--- src/rtl/bumpy_state_ctrl_if.sv ---
// Handshake bundle between the keyboard/collision logic and the Bumpy state controller.
// The master side drives frame strobe, keys and hits; the controller answers with state and lives.
interface bumpy_state_ctrl_if;
    logic       startOfFrame;
    logic       game_start;
    logic       key_left;
    logic       key_right;
    logic       key_up;
    logic       key_down;
    logic       hit_wall_left;
    logic       hit_wall_right;
    logic       hit_wall_top;
    logic       hit_hazard;
    logic [3:0] state;
    logic [1:0] lives_left;
    logic       dead_pulse;
    logic       game_over;

    modport master (
        output startOfFrame, game_start,
        output key_left, key_right, key_up, key_down,
        output hit_wall_left, hit_wall_right, hit_wall_top, hit_hazard,
        input  state, lives_left, dead_pulse, game_over
    );

    modport slave (
        input  startOfFrame, game_start,
        input  key_left, key_right, key_up, key_down,
        input  hit_wall_left, hit_wall_right, hit_wall_top, hit_hazard,
        output state, lives_left, dead_pulse, game_over
    );
endinterface

--- src/rtl/bumpy_state_ctrl.sv ---
// Per-frame motion state controller for Bumpy: one decision per startOfFrame from keys,
// latched collisions and game start, with timed bounce/die intervals and a lives counter.
module bumpy_state_ctrl #(
    parameter int BOUNCE_FRAMES = 8,
    parameter int DIE_FRAMES    = 60,
    parameter int LIVES         = 3
) (
    input  logic              clk,
    input  logic              resetN,
    bumpy_state_ctrl_if.slave bus
);
    localparam logic [3:0] S_RESET = 4'd0;
    localparam logic [3:0] S_IDLE  = 4'd1;
    localparam logic [3:0] S_LEFT  = 4'd2;
    localparam logic [3:0] S_RIGHT = 4'd3;
    localparam logic [3:0] S_DOWN  = 4'd4;
    localparam logic [3:0] S_UP    = 4'd5;
    localparam logic [3:0] S_DIE   = 4'd6;
    localparam logic [3:0] S_BNC_L = 4'd7;
    localparam logic [3:0] S_BNC_R = 4'd8;
    localparam logic [3:0] S_BNC_T = 4'd9;

    localparam logic [7:0] BOUNCE_LOAD = 8'(BOUNCE_FRAMES - 1);
    localparam logic [7:0] DIE_LOAD    = 8'(DIE_FRAMES - 1);
    localparam logic [1:0] LIVES_LOAD  = 2'(LIVES);

    typedef struct packed {
        logic hazard;
        logic top;
        logic right;
        logic left;
    } hits_t;

    logic [3:0] state_r, state_nx;
    logic [7:0] cnt_r, cnt_nx;
    logic [1:0] lives_r, lives_nx;
    logic       dead_r, dead_nx;
    logic       over_r, over_nx;
    hits_t      flags_r, hits_live, hits_eff;
    logic       any_wall, in_bounce;
    logic [3:0] wall_state, key_state;

    // Horizontal keys win over vertical; opposing keys cancel to idle.
    function automatic logic [3:0] key_target(input logic l, input logic r,
                                              input logic u, input logic d);
        if (l ^ r) return l ? S_LEFT : S_RIGHT;
        if (l & r) return S_IDLE;
        if (u ^ d) return d ? S_DOWN : S_UP;
        return S_IDLE;
    endfunction

    // A decision sees the sticky flags plus any hit arriving in the same cycle.
    assign hits_live = {bus.hit_hazard, bus.hit_wall_top, bus.hit_wall_right, bus.hit_wall_left};
    assign hits_eff  = hits_t'(flags_r | hits_live);
    assign any_wall  = hits_eff.left | hits_eff.right | hits_eff.top;
    assign in_bounce = (state_r >= S_BNC_L);
    assign key_state = key_target(bus.key_left, bus.key_right, bus.key_up, bus.key_down);

    always_comb begin
        wall_state = S_BNC_T;
        if (hits_eff.left)       wall_state = S_BNC_L;
        else if (hits_eff.right) wall_state = S_BNC_R;
    end

    always_comb begin
        state_nx = state_r;
        cnt_nx   = cnt_r;
        lives_nx = lives_r;
        over_nx  = over_r;
        dead_nx  = 1'b0;
        if (bus.startOfFrame) begin
            case (state_r)
                S_RESET: begin
                    if (bus.game_start) begin
                        state_nx = S_IDLE;
                        lives_nx = LIVES_LOAD;
                        over_nx  = 1'b0;
                    end
                end
                S_IDLE, S_LEFT, S_RIGHT, S_DOWN, S_UP,
                S_BNC_L, S_BNC_R, S_BNC_T: begin
                    if (hits_eff.hazard) begin
                        state_nx = S_DIE;
                        cnt_nx   = DIE_LOAD;
                        lives_nx = (lives_r == 2'd0) ? 2'd0 : lives_r - 2'd1;
                        dead_nx  = 1'b1;
                    end else if (any_wall) begin
                        state_nx = wall_state;
                        cnt_nx   = BOUNCE_LOAD;
                    end else if (!in_bounce || cnt_r == 8'd0) begin
                        state_nx = key_state;
                    end else begin
                        cnt_nx = cnt_r - 8'd1;
                    end
                end
                S_DIE: begin
                    if (cnt_r != 8'd0) begin
                        cnt_nx = cnt_r - 8'd1;
                    end else if (lives_r == 2'd0) begin
                        state_nx = S_RESET;
                        over_nx  = 1'b1;
                    end else begin
                        state_nx = S_IDLE;
                    end
                end
                default: state_nx = S_RESET;
            endcase
        end
    end

    always_ff @(posedge clk or negedge resetN) begin
        if (!resetN) begin
            state_r <= S_RESET;
            cnt_r   <= 8'd0;
            lives_r <= LIVES_LOAD;
            dead_r  <= 1'b0;
            over_r  <= 1'b0;
        end else begin
            state_r <= state_nx;
            cnt_r   <= cnt_nx;
            lives_r <= lives_nx;
            dead_r  <= dead_nx;
            over_r  <= over_nx;
        end
    end

    // Every decision consumes the flags, including a hit landing in that very cycle.
    always_ff @(posedge clk or negedge resetN) begin
        if (!resetN)               flags_r <= '0;
        else if (bus.startOfFrame) flags_r <= '0;
        else                       flags_r <= hits_eff;
    end

    assign bus.state      = state_r;
    assign bus.lives_left = lives_r;
    assign bus.dead_pulse = dead_r;
    assign bus.game_over  = over_r;
endmodule

--- src/flat_wrapper.sv ---
// flat-port wrapper written by rule: the top's interface ports become plain ports
module bumpy_state_ctrl_flat 
#(
    parameter int BOUNCE_FRAMES = 8,
    parameter int DIE_FRAMES    = 60,
    parameter int LIVES         = 3
)
  (clk, resetN, bus_startOfFrame, bus_game_start, bus_key_left, bus_key_right, bus_key_up, bus_key_down, bus_hit_wall_left, bus_hit_wall_right, bus_hit_wall_top, bus_hit_hazard, bus_state, bus_lives_left, bus_dead_pulse, bus_game_over);
  bumpy_state_ctrl_if bus_i ();
  input  logic clk;
  input  logic resetN;
  input wire logic [$bits(bus_i.startOfFrame)-1:0] bus_startOfFrame;
  input wire logic [$bits(bus_i.game_start)-1:0] bus_game_start;
  input wire logic [$bits(bus_i.key_left)-1:0] bus_key_left;
  input wire logic [$bits(bus_i.key_right)-1:0] bus_key_right;
  input wire logic [$bits(bus_i.key_up)-1:0] bus_key_up;
  input wire logic [$bits(bus_i.key_down)-1:0] bus_key_down;
  input wire logic [$bits(bus_i.hit_wall_left)-1:0] bus_hit_wall_left;
  input wire logic [$bits(bus_i.hit_wall_right)-1:0] bus_hit_wall_right;
  input wire logic [$bits(bus_i.hit_wall_top)-1:0] bus_hit_wall_top;
  input wire logic [$bits(bus_i.hit_hazard)-1:0] bus_hit_hazard;
  output wire logic [$bits(bus_i.state)-1:0] bus_state;
  output wire logic [$bits(bus_i.lives_left)-1:0] bus_lives_left;
  output wire logic [$bits(bus_i.dead_pulse)-1:0] bus_dead_pulse;
  output wire logic [$bits(bus_i.game_over)-1:0] bus_game_over;
  assign bus_i.startOfFrame = bus_startOfFrame;
  assign bus_i.game_start = bus_game_start;
  assign bus_i.key_left = bus_key_left;
  assign bus_i.key_right = bus_key_right;
  assign bus_i.key_up = bus_key_up;
  assign bus_i.key_down = bus_key_down;
  assign bus_i.hit_wall_left = bus_hit_wall_left;
  assign bus_i.hit_wall_right = bus_hit_wall_right;
  assign bus_i.hit_wall_top = bus_hit_wall_top;
  assign bus_i.hit_hazard = bus_hit_hazard;
  assign bus_state = bus_i.state;
  assign bus_lives_left = bus_i.lives_left;
  assign bus_dead_pulse = bus_i.dead_pulse;
  assign bus_game_over = bus_i.game_over;
  bumpy_state_ctrl #(.BOUNCE_FRAMES(BOUNCE_FRAMES), .DIE_FRAMES(DIE_FRAMES), .LIVES(LIVES)) u_core (.clk(clk), .resetN(resetN), .bus(bus_i));
endmodule
--- config.mk ---
export PLATFORM = sky130hd
export DESIGN_NAME = bumpy_state_ctrl_flat
export DESIGN_NICKNAME = d
export VERILOG_FILES = /design/src/rtl/bumpy_state_ctrl_if.sv /design/src/rtl/bumpy_state_ctrl.sv /design/src/flat_wrapper.sv
export SDC_FILE = /design/constraint.sdc
export NUM_CORES = 1
export LEC_CHECK = 0
export ABC_CLOCK_PERIOD_IN_PS = 4100
export CAP_MARGIN = 5
export CORE_MARGIN = 2
export CORE_UTILIZATION = 32
export DETAILED_ROUTE_END_ITERATION = 7
export GPL_ROUTABILITY_DRIVEN = 0
export GPL_TIMING_DRIVEN = 0
export PLACE_DENSITY_LB_ADDON = 0.2
export RECOVER_POWER = 50
export SLEW_MARGIN = 15
export SYNTH_ARGS = -nofsm -noshare
export SYNTH_HDL_FRONTEND = slang
export SYNTH_SLANG_ARGS = --single-unit
--- constraint.sdc ---
create_clock -name clk -period 4.1 [get_ports clk]
set_input_delay 0.82 -clock clk [delete_from_list [all_inputs] [get_ports clk]]
set_output_delay 0.82 -clock clk [all_outputs]
set_load 0.01 [all_outputs]
# Yosys cells after proc, flatten, opt, wreduce, memory -nomap -nowiden
# Index checks and enable logic that the tools add are counted.
classes:
  addsub: 2
  n_lt_le_gt_ge: 1
  eq_ne: 16
  muxes: 40
  n_bitwise: 6
  n_reduce_logical: 14
op_table:
  columns: ["operator", "n"]
  rows:
  - ["4-bit two-way mux", 13]
  - ["8-bit two-way mux", 4]
  - ["4-bit by 3-bit == test with 1-bit output (second input constant)", 4]
  - ["1-bit two-way mux", 16]
  - ["8-bit one-hot mux with 2 select lines", 1]
  - ["4-bit one-hot mux with 3 select lines", 1]
  - ["4-bit AND reduction", 3]
  - ["4-bit by 2-bit == test with 1-bit output (second input constant)", 2]
  - ["4-bit == test (second input constant)", 2]
  - ["8-bit logical NOT", 1]
  - ["8-bit nonzero test", 1]
  - ["8-bit OR reduction", 1]
  - ["8-bit by 1-bit subtractor with 8-bit output (second input constant)", 1]
  - ["2-bit two-way mux", 3]
  - ["2-bit by 1-bit inequality test with 1-bit output (second input constant)", 3]
  - ["2-bit nonzero test", 3]
  - ["5-bit AND reduction", 1]
  - ["4-bit by 1-bit == test with 1-bit output (second input constant)", 1]
  - ["4-bit by 3-bit greater-or-equal comparator with 1-bit output (second input constant)", 1]
  - ["4-bit logical NOT", 1]
  - ["2-bit inequality test (second input constant)", 2]
  - ["4-bit by 1-bit inequality test with 1-bit output (second input constant)", 1]
  - ["4-bit by 2-bit inequality test with 1-bit output (second input constant)", 1]
  - ["4-bit bitwise OR", 1]
  - ["other kinds (9)", 11]
word_totals:
  ff_bits: 20
  inputBits: 12
  output_inout_bits: 8
  wordCells: 88

# Depth between registers and ports, before layout
depth:
  depth_word: 12
  ltp_mapped: 8
  ltp_nobuf: 7

# Worst setup path after synthesis
# OpenSTA, ideal clock, no wires.
synth_path:
  path_type: "input port to flip-flop"
  startpoint: "input bus_hit_wall_left"
  endpoint: "register u_core.cnt_r[7]"
  setup_time_ns: 0.145
  arrival_time_ns: 2.179
  required_time_ns: 3.955
  slack_ns: 1.776
  path_stages: 6
  n_path_buf: 1
  path_cell_list: "nor4_2 -> nand3_1 -> nor4b_4 -> or2_1 -> buf_6 -> o41ai_4"
synth_via:
  elab_chain_cells: 6
  word_cells_on_any_way: 8
  classes_between: "eq/ne (1); mux (3); bitwise (3); reduce/logical (1)"
synth_rtl:
  columns: ["element", "line_no", "source"]
  rows:
  - ["start: declaration", "flat_wrapper.sv:18", "input wire logic [$bits(bus_i.hit_wall_left)-1:0] bus_hit_wall_left;"]
  - ["4-bit bitwise OR *", "bumpy_state_ctrl.sv:54", "assign hits_eff = hits_t'(flags_r | hits_live);"]
  - ["1-bit bitwise OR * (2 in series)", "bumpy_state_ctrl.sv:55", "assign any_wall = hits_eff.left | hits_eff.right | hits_eff.top;"]
  - ["8-bit two-way mux", "bumpy_state_ctrl.sv:87", "end else if (any_wall) begin"]
  - ["8-bit two-way mux", "bumpy_state_ctrl.sv:82", "if (hits_eff.hazard) begin"]
  - ["8-bit one-hot mux with 2 select lines", "bumpy_state_ctrl.sv:72", "case (state_r)"]
  - ["end signal: assignment", "bumpy_state_ctrl.sv:120", "cnt_r <= cnt_nx;"]
  - ["end: declaration", "bumpy_state_ctrl.sv:35", "logic [7:0] cnt_r, cnt_nx;"]
# Every way passes the cells marked *; elsewhere a longest branch is shown, timed or not.
# A chain may end at the register's enable or synchronous reset.

# Final worst setup path
layout_path:
  startpoint: "input bus_hit_hazard"
  endpoint: "register u_core.cnt_r[3]"
layout_via:
  elab_chain_cells: 3
  word_cells_on_any_way: 5
  classes_between: "eq/ne (1); mux (2); bitwise (1); reduce/logical (1)"
layout_rtl:
  columns: ["element", "line_no", "source"]
  rows:
  - ["start: declaration", "flat_wrapper.sv:21", "input wire logic [$bits(bus_i.hit_hazard)-1:0] bus_hit_hazard;"]
  - ["4-bit bitwise OR *", "bumpy_state_ctrl.sv:54", null]
  - ["4-bit by 2-bit inequality test with 1-bit output (no source line) / 8-bit two-way mux (equally long branches)", null, null]
  - ["4-bit AND reduction (no source line) / 8-bit one-hot mux with 2 select lines (equally long branches)", null, null]
# Marked as above.

==> reports/metrics.yaml <==
outcome:
  status: "finished clean"
worst_hold_path:
  min_path_cells: 2
  holdCritPathClass: "register to register"
route:
  routed_via_density: 5.47
  dr_total_vias: 1148
  ant_nets: 0
  wire_per_inst_um: 14.2
  routed_wl_um: 2980
  drcViolationCount: 0
  drt_iter0_markers: 86
  drt_first_pass_iters: 5
critical_path:
  critPathMaxFanout: 10
  arrival_ns: 3.20
  start_kind: "input port"
  r2r_cells: 8
  required_ns: 4.23
  cp-end-kind: "register"
  crit_type: "input port to register"
cts:
  clock_latency_ns: 0.26
  cts.clk_slew.worst_paths_ns: 0.08
  holdBufCountCts: 0
  cts_made_buffers: 3
  cts_max_path_buffers: 2
  cts_resized: 0
  tritoncts: "done"
  cts_root_buffer: "clkbuf_8"
  cts.sinks: 20
  htree_num_levels: 1
  post-cts-setup-buffer-count: 0
sta:
  fin_crit_sh_pct: 74.8
  fin_setup_tns_ns: 0
  max_clock_freq_ghz: 0.326
  grt_setup_unrepaired: "false"
  relSlewSlack_pct: 37.0
  setup_viol: 0
  finalMaxSlewViolations: 0
  finalHoldViolations: 0
  fin_skew_ns: 0.00103
  fin_crit_ns: 3.07
  worst_slew_pin_slew_ns: 0.942
power_and_ir_drop:
  power_frac_comb_pct: 51.3
  p_sw_uw: 418
  vdd_drop_max_mv: 0.248
  swShare_pct: 42.2
  power.leakage_nw: 0.643
  p_clk_share_pct: 15.5
  power.density_nw_per_um2: 624
  power_frac_seq_pct: 33.2
  p_int_uw: 572
logic_synthesis:
  syn_avg_cell_area_um2: 9.21
  synth_common_cells: "nor2_1 (21), dfrtp_1 (18), a21oi_1 (10), nand2_1 (9), o31ai_1 (9)"
  synth_ff_type: "dfrtp_1"
  yosysSeqAreaShare_pct: 39.3
  yosysMostFrequentCell: "nor2_1"
  synthCells: 139
  synth-seq-cells: 20
  synth_nets: 155
  ys_async_sr_fraction_pct: 100
  synth.area.top_cells: "dfrtp_1 (35%), nor2_1 (6.2%), o31ai_1 (5.3%)"
  synthDominantCellAreaShare_pct: 35.2
  synth_largest_area_cell: "dfrtp_1"
  synth_edf_count: 0
  yosys_warnings: 0
  ys_types: 37
  synth_area_um2: 1280
floorplan:
  core_area_um2: 3740
  die_area_um2: 4520
  io-pin-count: 20
  rows: 22
  die_h_um: 67.2
  die_w_um: 67.2
  initial_core_util_pct: 34.2
grt:
  antenna_found_initial: 0
  grt_pass1_wl_um: 4940
  track_usage_pct: 14.7
  grt_pass1_vias: 1087
  grt_max_degree: 21
  overflow: 0
finish:
  fill_cells: 385
  fin_nets: 179
  antenna_cells: 0
  multi_input_area_um2: 708
  regArea_um2: 503
  drive_gt1_share_pct: 13.0
  stdcell_area_um2: 1590
  syn_to_final_growth_pct: 23.9
placement:
  port_buffers: 19
  placed_cell_area_um2: 1530
  dpl.hpwl_um: 2200
run:
  max_cap_violations: 0
[placed cells by master, fill, tap and decap left out, drive strengths merged, types with 6 or more instances in the layout]
cell type and n:
inv 6, a21oi 10, o21ai 8, nand3 7
clkbuf 6, o31ai 10, a31oi 7, nand2 10
clkdlybuf4s50 16, nor2 21, dfrtp 18
[per-layer routing]
metal | share of wire [%] | track usage, % | vias to the layer above | routed length [um]
li1 | - | - | 568 | -
met1 | 48 | 19.6 | 536 | 1430
met2 | 44 | 22.9 | 40 | 1310
met3 | 6.8 | 3.50 | 4 | 202
met4 | 1.3 | 5.36 | 0 | 38
met5 | 0 | 0 | - | 0
[final timing paths]
path / from / end / slack, ns
worst max-delay path: bus_hit_hazard / u_core.cnt_r[3]$_DFFE_PN0P_ / 1.03
worst min-delay path: u_core.cnt_r[6]$_DFFE_PN0P_ / u_core.cnt_r[6]$_DFFE_PN0P_ / 0.53
worst max register to register: u_core.cnt_r[0]$_DFFE_PN0P_ / u_core.cnt_r[3]$_DFFE_PN0P_ / 1.63
worst min register to register: u_core.cnt_r[6]$_DFFE_PN0P_ / u_core.cnt_r[6]$_DFFE_PN0P_ / 0.53
max in group asynchronous: resetN / u_core.cnt_r[7]$_DFFE_PN0P_ / 2.38
min in group asynchronous: resetN / u_core.bus.dead_pulse$_DFF_PN0_ / 1.14
[worst max-delay path, stage by stage]
cell and delay, ns:
dlygate4sd3_1 0.55, nor2_1 0.55, nand3_1 0.28, nor4b_4 0.56, or2_1 0.19, buf_6 0.13
o21ai_0 0.10
[metrics by stage]
stage / utilization, % / hold WS, ns / power, mW / instances / worst slack (ns)
floorplan: - / 0.467 / 0.677 / 139 / 1.78
global placement: 40.9 / 0.487 / 0.827 / 206 / 0.918
detailed placement: 40.9 / 0.514 / 0.841 / 206 / 0.889
CTS: 42.3 / 0.530 / 0.997 / 210 / 1.16
global route: 42.3 / 0.571 / 1.07 / 210 / 0.831
finish: 42.3 / 0.527 / 0.990 / 210 / 1.03
[layout make-up]
| type | instances | area share (%) |
|---|---|---|
| multi-input cells | 107 | 44.7 |
| well taps | 48 | 3.79 |
| flip-flops and latches | 20 | 31.7 |
| inverters | 6 | 1.42 |
| plain buffers | 6 | 2.92 |
| repair buffers | 19 | 12.0 |
| clock buffers | 4 | 3.47 |
[sequential cells by signal (all words and copies together), names as in the netlist]
name	flops
u_core.bus.lives_left	2
u_core.bus.state	4
u_core.flags_r	4
u_core.bus.game_over	1
u_core.bus.dead_pulse	1
u_core.cnt_r	8
[power by group through the flow]
stage,Combinational (mW),Clock (mW),Sequential (mW)
after floorplan,0.347,0,0.330
after global placement,0.498,0,0.329
after detailed placement,0.509,0,0.332
after CTS,0.510,0.158,0.329
after global routing,0.566,0.168,0.337
final,0.507,0.154,0.328
[cells by family (layout without fill, tap and decap cells)]
logic type               Yosys count  in the layout  share of synthesized area, %
AO/OA/AOI/OAI                     42             42                          22.9
adder cells (fa/ha/maj)            4              4                          3.91
buffers and inverters             12             35                          5.38
flip-flops                        20             20                          39.3
multiplexers                       4              4                          3.52
AND/OR/NAND/NOR                   57             57                          25.0
No activity file was read; power rests on OpenSTA's default activity.
